$ cat src/rtl/music_beat_player.sv
`default_nettype none
// ----------------------------------------------------------------------------
// music_beat_player: beat-indexed tone playback with iterative half-period
// divider and 50% duty square-wave output.                     Rev 1.0
// ----------------------------------------------------------------------------
module music_beat_player #(
  parameter int unsigned CLK_HZ     = 100_000_000,
  parameter int unsigned BEAT_HZ    = 8,
  parameter int unsigned LAST_BEAT  = 63,
  parameter int unsigned SILENCE_HZ = 20000
) (
  input  logic        clk,
  input  logic        rst_n,
  input  logic        start,
  input  logic        stop,
  input  logic        loop_en,
  input  logic [31:0] tone,
  output logic [7:0]  ibeatNum,
  output logic        audio_out,
  output logic        playing,
  output logic        done
);

  localparam logic [31:0] TICK     = 32'(CLK_HZ / BEAT_HZ);
  localparam logic [7:0]  LAST     = 8'(LAST_BEAT);
  localparam logic [31:0] DIVIDEND = 32'(CLK_HZ);
  localparam logic [31:0] SILENCE  = 32'(SILENCE_HZ);

  typedef enum logic [1:0] {
    S_IDLE = 2'd0,
    S_PLAY = 2'd1,
    S_DONE = 2'd2
  } state_t;

  state_t      state_q, state_d;
  logic [7:0]  beat_q, beat_d;
  logic [31:0] tick_q, tick_d;
  logic        samp_q, samp_d;
  logic [31:0] tone_s_q, tone_s_d;
  logic        load_q, load_d;
  logic        busy_q, busy_d;
  logic [5:0]  iter_q, iter_d;
  logic [31:0] quo_q, quo_d;
  logic [31:0] rem_q, rem_d;
  logic [31:0] dvs_q, dvs_d;
  logic [31:0] hp_q, hp_d;
  logic [31:0] phase_q, phase_d;
  logic        audio_q, audio_d;

  logic        rest_w;
  logic [32:0] rem_shift_w;
  logic [31:0] rem_diff_w;
  logic        ge_w;
  logic [31:0] quo_next_w;

  // Sequencer: state, beat index and tick counter
  always_comb begin
    state_d = state_q;
    beat_d  = beat_q;
    tick_d  = tick_q;
    samp_d  = 1'b0;
    case (state_q)
      S_IDLE: begin
        beat_d = 8'd0;
        tick_d = 32'd0;
        if (start && !stop) begin
          state_d = S_PLAY;
          samp_d  = 1'b1;
        end
      end
      S_PLAY: begin
        if (stop) begin
          state_d = S_IDLE;
          beat_d  = 8'd0;
          tick_d  = 32'd0;
        end else if (start) begin
          beat_d = 8'd0;
          tick_d = 32'd0;
          samp_d = 1'b1;
        end else if (tick_q == TICK - 32'd1) begin
          tick_d = 32'd0;
          if (beat_q < LAST) begin
            beat_d = beat_q + 8'd1;
            samp_d = 1'b1;
          end else if (loop_en) begin
            beat_d = 8'd0;
            samp_d = 1'b1;
          end else begin
            state_d = S_DONE;
          end
        end else begin
          tick_d = tick_q + 32'd1;
        end
      end
      S_DONE: begin
        state_d = S_IDLE;
        beat_d  = 8'd0;
        tick_d  = 32'd0;
      end
      default: begin
        state_d = S_IDLE;
        beat_d  = 8'd0;
        tick_d  = 32'd0;
      end
    endcase
  end

  // Tone capture and restoring divider: quotient = CLK_HZ / (2*tone)
  assign rest_w      = (tone_s_q == 32'd0) || (tone_s_q >= SILENCE);
  assign rem_shift_w = {rem_q, quo_q[31]};
  assign ge_w        = rem_shift_w >= {1'b0, dvs_q};
  assign rem_diff_w  = rem_shift_w[31:0] - dvs_q;
  assign quo_next_w  = {quo_q[30:0], ge_w};

  always_comb begin
    tone_s_d = tone_s_q;
    load_d   = 1'b0;
    busy_d   = busy_q;
    iter_d   = iter_q;
    quo_d    = quo_q;
    rem_d    = rem_q;
    dvs_d    = dvs_q;
    hp_d     = hp_q;
    if (samp_q && state_q == S_PLAY) begin
      tone_s_d = tone;
      load_d   = 1'b1;
    end
    // A fresh load takes priority, so a newer tone aborts an in-flight divide
    if (load_q) begin
      if (rest_w) begin
        busy_d = 1'b0;
        hp_d   = 32'd0;
      end else begin
        busy_d = 1'b1;
        iter_d = 6'd32;
        quo_d  = DIVIDEND;
        rem_d  = 32'd0;
        dvs_d  = {tone_s_q[30:0], 1'b0};
      end
    end else if (busy_q) begin
      quo_d  = quo_next_w;
      rem_d  = ge_w ? rem_diff_w : rem_shift_w[31:0];
      iter_d = iter_q - 6'd1;
      if (iter_q == 6'd1) begin
        busy_d = 1'b0;
        hp_d   = (quo_next_w == 32'd0) ? 32'd1 : quo_next_w;
      end
    end
  end

  // Square wave; phase restarts on entry to PLAY and whenever the period changes
  always_comb begin
    phase_d = phase_q;
    audio_d = audio_q;
    if (state_d != S_PLAY || hp_d == 32'd0) begin
      phase_d = 32'd0;
      audio_d = 1'b0;
    end else if (state_q != S_PLAY || hp_d != hp_q) begin
      phase_d = 32'd0;
    end else if (phase_q == hp_q - 32'd1) begin
      phase_d = 32'd0;
      audio_d = ~audio_q;
    end else begin
      phase_d = phase_q + 32'd1;
    end
  end

  always_ff @(posedge clk) begin
    if (!rst_n) begin
      state_q  <= S_IDLE;
      beat_q   <= 8'd0;
      tick_q   <= 32'd0;
      samp_q   <= 1'b0;
      tone_s_q <= 32'd0;
      load_q   <= 1'b0;
      busy_q   <= 1'b0;
      iter_q   <= 6'd0;
      quo_q    <= 32'd0;
      rem_q    <= 32'd0;
      dvs_q    <= 32'd0;
      hp_q     <= 32'd0;
      phase_q  <= 32'd0;
      audio_q  <= 1'b0;
    end else begin
      state_q  <= state_d;
      beat_q   <= beat_d;
      tick_q   <= tick_d;
      samp_q   <= samp_d;
      tone_s_q <= tone_s_d;
      load_q   <= load_d;
      busy_q   <= busy_d;
      iter_q   <= iter_d;
      quo_q    <= quo_d;
      rem_q    <= rem_d;
      dvs_q    <= dvs_d;
      hp_q     <= hp_d;
      phase_q  <= phase_d;
      audio_q  <= audio_d;
    end
  end

  assign ibeatNum  = beat_q;
  assign audio_out = audio_q;
  assign playing   = (state_q == S_PLAY);
  assign done      = (state_q == S_DONE);

endmodule
`default_nettype wire

$ cat config.mk
export PLATFORM = sky130hd
export DESIGN_NAME = music_beat_player
export DESIGN_NICKNAME = d
export VERILOG_FILES = /design/src/rtl/music_beat_player.sv
export SDC_FILE = /design/constraint.sdc
export NUM_CORES = 1
export LEC_CHECK = 0
export BUFFER_PORTS_ARGS = -buffer_cell sky130_fd_sc_hd__buf_2
export CORE_MARGIN = 3
export CORE_UTILIZATION = 40
export DETAILED_ROUTE_END_ITERATION = 16
export PLACE_DENSITY = 0.67
export SYNTH_ARGS = -nofsm -noshare
export SYNTH_HDL_FRONTEND = slang
export SYNTH_SLANG_ARGS = --single-unit
$ cat constraint.sdc
create_clock -name clk -period 4.23 [get_ports clk]
set_input_delay 0.2115 -clock clk [delete_from_list [all_inputs] [get_ports clk]]
set_output_delay 0.2115 -clock clk [all_outputs]
set_load 0.1 [all_outputs]
==> flow_summary.ini, run 1 <==
[synth]
yosysSeqAreaShare = 0.368
synth_ff_type = dfxtp_1
async_flop_share = 0
ys_seq_elements = 243
syn_avg_cell_area_um2 = 7.72
synth_warnings = 0
postSynthCellCount = 1712
synth.cell_area_um2 = 13200
synth_nets = 1787
ys_types = 67
synth_edf_count = 0

[floorplan]
die_h_um = 188
die_area_um2 = 35300
std_cell_rows = 65
core_area_um2 = 32000
initial_core_util = 0.412
io_pins = 48
die_w_um = 188

[timing]
rsz0062_at_grt = false
maxSlewViolCount = 0
fmax_mhz = 266
finalCritPeriodShare = 0.888
setup_violations = 0
finalClockSkew_ns = 0.0142
min_period_ns = 3.76
worstMarginPinSlew_ns = 1.11
setup_slack_ns = 0.473
hold_viol = 0
slew_headroom = 0.260
fin_tns_setup_ns = 0

[setup_path]
cpMaxStageDelayCell = a21oi_1
crit_chain = inv_1, ha_1, fa_1, nand2b_1, a211oi_1, o211ai_1, a21oi_1, o22ai_4, nand4_1, o211a_1, nand4_1, buf_4, nor2_1
reg2reg_slack_ns = 0.47
reg2reg_depth = 13
slowest_delay_ns = 0.52
regToRegEndpoint = phase_q[29]$_SDFF_PP0_
crit_top_cell = nand4_1
end_kind = register
critPathMaxFanout = 32
start_kind = register
crit_start = rem_q[0]$_SDFFE_PN0P_
crit_arrival_ns = 4.23
worstPathBufferInverterCount = 2
r2r_start = rem_q[0]$_SDFFE_PN0P_
crit_type = register to register
cp_num_cells = 13
crit_family = compound AO/OA/AOI/OAI gates
worst_ep_required_time_ns = 4.70

[clock_network]
path_clk_slew_ns = 0.06
cts_root_buf = clkbuf_16
h-tree-depth = 1
cts_sinks = 243
clockBufferDepth = 3
clk_latency_ns = 0.54
cts_tree = built
cts_buffers = 27

[place]
post-place-ws_ns = 0.531
gp_congestion = 0.951
place.port_buffers = 47
dp_hpwl_um = 24800

[routing]
wirelength_um = 35400
routed_via_density = 5.55
via_count = 12200
dr.pass1.iters = 5
wl_per_cell_um = 16.1
drtIter0Drc = 1075
route.detailed.drc = 0
final_antenna_net_count = 0

[global_routing]
grt_pass1_vias = 11500
antenna_found_initial = 0
overflow = 0
grt_max_degree = 65
grt_pass1_wl_um = 59300
track_usage = 0.196

[min_path]
worstHoldEndpoint = ibeatNum[1]$_SDFFE_PP0P_
min_from = start
min_path_type = primary input to register
hold_depth = 3

[cells_and_area]
layout_common_cells = 243 x dfxtp_1, 223 x nand2_1, 161 x a21oi_1
drive_gt1_frac = 0.0713
syn_to_final_growth_pct = 13.9
final.fill_count = 3116
n_antenna_cell = 0
layout_commonest_cell = dfxtp_1
fin_nets = 1823

[power]
irDropWorstVdd_mv = 0.251
fin_total_pwr_w = 0.00485
power.density_nw_per_um2 = 322
p_leak_nw = 5.53

[outcome]
status = finished clean

[job]
maxCapViolCount = 0
## per-stage QoR
step	hold slack [ns]	utilization	instance area, µm²	std cells
floorplan	0.347	-	13200	1712
global placement	0.429	0.431	13800	2121
detailed placement	0.435	0.431	13800	2121
CTS	0.0193	0.470	15100	2203
global route	0.0526	0.470	15100	2203
finish	0.0385	0.470	15100	2203
## synthesized netlist by cell type, drive strengths merged, types with 5 or more instances
master   count  share of area
dfxtp      243           0.37
nand2      223          0.063
a21oi      161          0.061
nor2       161          0.047
inv         92          0.026
clkbuf      76          0.022
o21ai       63          0.024
xnor2       63          0.042
nand3       62          0.023
xor2        62          0.041
nor2b       39          0.018
ha          37          0.035
nand4       36          0.017
nor3        36          0.014
nor4        36          0.017
and3        28          0.013
nand2b      21         0.0099
or3         20         0.0095
o22ai       18         0.0085
a211oi      17         0.0097
a21boi      17         0.0097
buf         16         0.0056
a21o        14         0.0080
and2        13         0.0062
o21a        13         0.0074
a2bb2oi     12         0.0080
and4        12         0.0080
or4         10         0.0062
a22o         9         0.0060
a31oi        9         0.0043
a32oi        9         0.0060
mux2i        9         0.0068
o211ai       8         0.0045
a2111oi      6         0.0040
o2111ai      6         0.0040
nand3b       5         0.0028
## flip-flops by register name, summed over array words and instances (netlist names)
name / count
dvs_q: 31
load_q: 1
phase_q: 32
rem_q: 32
audio_out: 1
iter_q: 6
quo_q: 32
state_q: 2
tone_s_q: 32
samp_q: 1
hp_q: 32
tick_q: 32
ibeatNum: 8
busy_q: 1
## logic make-up after synthesis
group	share of synthesized area
and+or+nand+nor	0.267
AOI/OAI and AO/OA	0.186
DFF	0.368
buffers and inverters	0.0533
xor gates and xnor gates	0.0828
adders and majority gates	0.0365
muxes	0.00682
## worst max path at each step
stage	endpoint	slack, ns
final	phase_q[29]$_SDFF_PP0_	0.47
after global routing	phase_q[4]$_SDFF_PP0_	0.18
after CTS	phase_q[29]$_SDFF_PP0_	0.49
after detailed placement	phase_q[24]$_SDFF_PP0_	0.53
after global placement	phase_q[29]$_SDFF_PP0_	0.67
after floorplan	phase_q[24]$_SDFF_PP0_	1.22
## worst min-delay path: stages
cell	delay, ns
buf_2	0.11
or3_1	0.16
a21oi_1	0.05
## repair_timing
item / 4_1_cts / 5_1_grt
hold endpoints to repair: 33 / 0
setup buffers: 0 / 0
resized for setup: 0 / 0
hold buffers: 33 / 0
## layer usage
metal / GRT usage / share of wire / wire, µm
met1: 0.285 / 0.48 / 17100
met3: 0.0254 / 0.052 / 1850
met2: 0.308 / 0.44 / 15700
met4: 0.0519 / 0.022 / 786
met5: 0 / 0 / 0
## power breakdown
group	internal [W]	switching, W
clock network	0.00148	0.000961
logic	0.0000506	0.0000634
registers	0.00229	0.00000409
## area by class of cell
cell class,instances,area (µm²),share of cell area
multi-input combinational,1285,7670,0.510
timing repair buffer,99,708,0.0470
inverter,92,345,0.0229
sequential,243,4860,0.323
clock buffer,40,795,0.0528
clock inverter,9,129,0.00856
tap,435,544,0.0361
(Power assumes the default switching activity.)
==> inputs of run 2 (changes only) <==
--- a/config.mk
+++ b/config.mk
@@ -10,6 +10,7 @@
 export CORE_UTILIZATION = 40
 export DETAILED_ROUTE_END_ITERATION = 16
 export PLACE_DENSITY = 0.67
+export REMOVE_ABC_BUFFERS = 1
 export SYNTH_ARGS = -nofsm -noshare
 export SYNTH_HDL_FRONTEND = slang
 export SYNTH_SLANG_ARGS = --single-unit
==> flow_summary.ini, run 2 (synthesis gave the netlist of run 1 again) <==
[cells_and_area]
final.fill_count = 3232
syn_to_final_growth_pct = 13.6
multi_input_area_um2 = 7670
drive_gt1_frac = 0.0708
n_antenna_cell = 0
fin_cells = 2201
layout_common_cells = 243 x dfxtp_1, 223 x nand2_1, 161 x a21oi_1
regArea_um2 = 4860
fin_area_um2 = 15000
layout_commonest_cell = dfxtp_1
final_util = 0.468
fin_nets = 1825

[timing]
rsz0062_at_grt = false
slew_headroom = 0.244
worstMarginPinSlew_ns = 1.13
fin_tns_setup_ns = 0
hold_viol = 0
setup_violations = 0
hold_slack_ns = 0.0317
maxSlewViolCount = 0
min_period_ns = 3.85
finalClockSkew_ns = 0.0472
finalCritPeriodShare = 0.910
fmax_mhz = 260

[routing]
final_antenna_net_count = 0
dr.pass1.iters = 5
routed_via_density = 5.53
wirelength_um = 35400
route.detailed.drc = 0
drtIter0Drc = 871
wl_per_cell_um = 16.1
via_count = 12200

[global_routing]
grt_max_degree = 65
antenna_found_initial = 0
grt_pass1_wl_um = 59000
grt_pass1_vias = 11700
overflow = 0
track_usage = 0.196

[setup_path]
reg2reg_slack_ns = 0.38
cpMaxStageDelayCell = nor4_1
crit_arrival_ns = 4.26
regToRegEndpoint = phase_q[2]$_SDFF_PP0_
worst_ep_required_time_ns = 4.64
end_kind = register
crit_type = register to register
start_kind = register
crit_chain = nor4_1, and4_1, nand4_1, xnor2_1, or4_1, nor4_1, o2111ai_1, nand4_1, buf_4, nor2_1
critPathMaxFanout = 16
slowest_delay_ns = 0.58
r2r_start = hp_q[16]$_SDFF_PN0_
reg2reg_depth = 10

[clock_network]
cts_root_buf = clkbuf_16
cts_resized = 0
h-tree-depth = 1
clockBufferDepth = 3
post_cts.repair.setup_buffers = 0
cts_buffers = 28
cts_tree = built
cts_sinks = 243
path_clk_slew_ns = 0.06
clk_latency_ns = 0.56
postCtsHoldBufs = 34

[job]
maxCapViolCount = 0

[power]
irDropWorstVdd_mv = 0.331
p_leak_nw = 5.51
power.density_nw_per_um2 = 313

[min_path]
hold_depth = 3
worstHoldEndpoint = samp_q$_SDFF_PN0_
min_from = stop
min_path_type = primary input to register

[place]
place.port_buffers = 47
gp_congestion = 0.936
dp_hpwl_um = 25100
dp.cells = 2121
placed_area_um2 = 13800

[floorplan]
core_area_um2 = 32000
die_w_um = 188
die_h_um = 188
initial_core_util = 0.412
die_area_um2 = 35300
std_cell_rows = 65
io_pins = 48

[outcome]
status = finished clean
## run 2: cell count changes in the layout (fill, tap and decap cells not counted)
cell / change
bufinv_16: -2
clkbuf_1: -2
clkbuf_16: +1
clkbuf_8: -3
clkinv_2: +2
clkinv_4: -1
clkinv_8: +1
clkinvlp_4: +1
dlygate4sd3_1: +1
## run 2: power breakdown
group	internal [W]	switching [W]	total, W	leakage (nW)
clock	0.00133	0.000947	0.00228	0.420
sequential	0.00229	0.00000466	0.00230	1.96
combinational	0.0000510	0.0000611	0.000112	3.13
total	0.00368	0.00101	0.00469	5.51
## run 2: metal layers
layer	up-vias	GRT usage	share of wire
li1	6077	-	-
met1	5724	0.276	0.48
met2	301	0.313	0.44
met3	67	0.0329	0.054
met4	0	0.0465	0.023
met5	-	0	0
## run 2: worst max-delay path, delay by kind of cell, from the launching register on
family / cells / cell delay, ns
AOI/OAI and AO/OA: 1 / 0.38
xor gates and xnor gates: 1 / 0.16
DFF: 1 / 0.39
buffers and inverters: 1 / 0.24
and+or+nand+nor: 7 / 2.52
## run 2: worst max path at each step
stage,start,to,slack (ns),cells after the start
final,hp_q[16]$_SDFF_PN0_,phase_q[2]$_SDFF_PP0_,0.38,10
after global routing,hp_q[0]$_SDFF_PN0_,phase_q[2]$_SDFF_PP0_,0.15,12
after CTS,hp_q[16]$_SDFF_PN0_,phase_q[2]$_SDFF_PP0_,0.44,10
after detailed placement,hp_q[16]$_SDFF_PN0_,phase_q[2]$_SDFF_PP0_,0.51,10
after global placement,hp_q[0]$_SDFF_PN0_,phase_q[28]$_SDFF_PP0_,0.54,12
after floorplan,load_q$_SDFF_PN0_,rem_q[23]$_SDFFE_PN0P_,-1.83,7
## run 2: area by class of cell
type                            count  share of cell area
Tap cell                          435              0.0363
Clock buffer                       36              0.0513
Inverter                           92              0.0230
Timing Repair Buffer              100              0.0478
Sequential cell                   243               0.324
Multi-Input combinational cell   1285               0.511
Clock inverter                     10             0.00625
## run 2: stage by stage
step	power, W	setup slack, ns
floorplan	0.00239	-1.83
finish	0.00469	0.381
CTS	0.00475	0.439
global route	0.00486	0.149
global placement	0.00243	0.538
detailed placement	0.00244	0.508
==> inputs of run 3 (changes only) <==
==> config.mk (replaced) <==
export PLATFORM = sky130hd
export DESIGN_NAME = music_beat_player
export DESIGN_NICKNAME = d
export VERILOG_FILES = /design/src/rtl/music_beat_player.sv
export SDC_FILE = /design/constraint.sdc
export NUM_CORES = 1
export LEC_CHECK = 0
export CORE_MARGIN = 2
export CORE_UTILIZATION = 40
export DETAILED_ROUTE_END_ITERATION = 16
export DONT_BUFFER_PORTS = 1
export PLACE_DENSITY = 0.65
export REMOVE_ABC_BUFFERS = 1
export SLEW_MARGIN = 5
export SYNTH_ARGS = -nofsm -noshare
export SYNTH_HDL_FRONTEND = slang
export SYNTH_SLANG_ARGS = --single-unit
==> flow_summary.ini, run 3 (synthesis gave the netlist of run 1 again) <==
[outcome]
status = finished clean

[place]
gp_congestion = 0.888
place.port_buffers = 0
placed_area_um2 = 13600
dp_hpwl_um = 24300
post-place-ws_ns = 0.723

[routing]
wirelength_um = 35100
final_antenna_net_count = 0
route.detailed.drc = 0
dr.pass1.iters = 5
via_count = 12100
drtIter0Drc = 930
wl_per_cell_um = 16.2
routed_via_density = 5.58

[power]
intPower_w = 0.00386
p_leak_nw = 5.40
comb_power_share = 0.020
p_sw_w = 0.00105
power.density_nw_per_um2 = 328
irDropWorstVdd_mv = 0.253
seqPwrFrac = 0.468
fin_total_pwr_w = 0.00491
clockPowerShare = 0.512
swShare = 0.214

[global_routing]
antenna_found_initial = 0
use_met2 = 0.331
grt.busiest_layer = met2
grt_pass1_wl_um = 58000
grt_pass1_vias = 11300
grt_max_degree = 67
use_met3 = 0.0274
track_usage = 0.204
met1_usage = 0.283
overflow = 0

[setup_path]
crit_type = register to register
end_kind = register
worst_ep_required_time_ns = 4.66
crit_arrival_ns = 3.96
start_kind = register
critPathMaxFanout = 16

[cells_and_area]
syn_to_final_growth_pct = 13.2
fin_area_um2 = 15000
layout_common_cells = 242 x dfxtp_1, 223 x nand2_1, 161 x a21oi_1
drive_gt1_frac = 0.0514
fin_nets = 1785
n_antenna_cell = 0
layout_commonest_cell = dfxtp_1

[floorplan]
die_area_um2 = 34500
core_area_um2 = 32500
std_cell_rows = 66
io_pins = 48
initial_core_util = 0.406
die_h_um = 186
die_w_um = 186

[timing]
slew_headroom = 0.270
rsz0062_at_grt = false
finalCritPeriodShare = 0.834
finalClockSkew_ns = 0.0223
setup_violations = 0
worstMarginPinSlew_ns = 1.10
fmax_mhz = 283
fin_tns_setup_ns = 0
maxSlewViolCount = 0
hold_viol = 0
hold_slack_ns = 0.0530
setup_slack_ns = 0.702
min_period_ns = 3.53

[clock_network]
clk_latency_ns = 0.55
post_cts.repair.setup_buffers = 0
clockBufferDepth = 3
cts_buffers = 29
cts_tree = built
path_clk_slew_ns = 0.06
cts_root_buf = clkbuf_16
cts_sinks = 243
h-tree-depth = 1

[min_path]
min_path_type = primary input to register

[job]
maxCapViolCount = 0
run 3: cell types whose count changed in the layout (fill, tap and decap cells not counted), moves of 2 or more:
cell,before,now
buf_2,47,0
clkinv_2,5,8
dlygate4sd3_1,34,37
buf_4,19,21
bufinv_16,1,3
run 3: critical path, stage by stage, from the launching register on:
cell       delay, ns
dfxtp_1         0.50
inv_1           0.13
ha_1            0.31
nor2b_1         0.16
or3_1           0.35
a31oi_1         0.16
nand4_1         0.13
or4_1           0.52
nor4_1          0.41
o2111ai_1       0.26
nand4_1         0.18
buf_4           0.22
nor2_1          0.07
run 3: final timing paths:
kind | startpoint | end | slack [ns] | depth (start not counted)
worst max-delay path | hp_q[0]$_SDFF_PN0_ | phase_q[11]$_SDFF_PP0_ | 0.70 | 12
worst min-delay path | rst_n | busy_q$_SDFF_PN0_ | 0.05 | 2
worst max register to register | hp_q[0]$_SDFF_PN0_ | phase_q[11]$_SDFF_PP0_ | 0.70 | 12
worst min register to register | dvs_q[21]$_SDFFE_PN0P_ | dvs_q[21]$_SDFFE_PN0P_ | 0.44 | 2
run 3: timing repair:
item	in CTS	in global routing
hold buffers	38	0
resized for setup	0	0
hold endpoints to repair	104	0
run 3: stage by stage:
stage,utilization,cells
global placement,0.418,2083
finish,0.460,2172
CTS,0.460,2172
floorplan,-,1620
global route,0.460,2172
detailed placement,0.418,2083
run 3: area by class of cell:
cell class | instances | area [µm²]
repair buffers | 59 | 556
clock buffers | 37 | 806
fillers | 3273 | 17600
multi-input cells | 1285 | 7680
inverters | 92 | 345
clock inverters | 14 | 156
flip-flops and latches | 243 | 4870
well taps | 442 | 553
run 3: per-layer routing:
layer	up-vias	share of wire
li1	5990	-
met4	0	0.022
met1	5720	0.47
met2	343	0.46
met5	-	0
met3	59	0.057
run 3: power groups by stage:
| stage | Clock [W] | Sequential [W] | Combinational, W |
|---|---|---|---|
| floorplan | 0 | 0.00235 | 0.0000415 |
| finish | 0.00251 | 0.00230 | 0.0000973 |
| CTS | 0.00256 | 0.00230 | 0.0000970 |
| global route | 0.00266 | 0.00230 | 0.000105 |
| detailed placement | 0 | 0.00235 | 0.0000576 |
| global placement | 0 | 0.00235 | 0.0000571 |
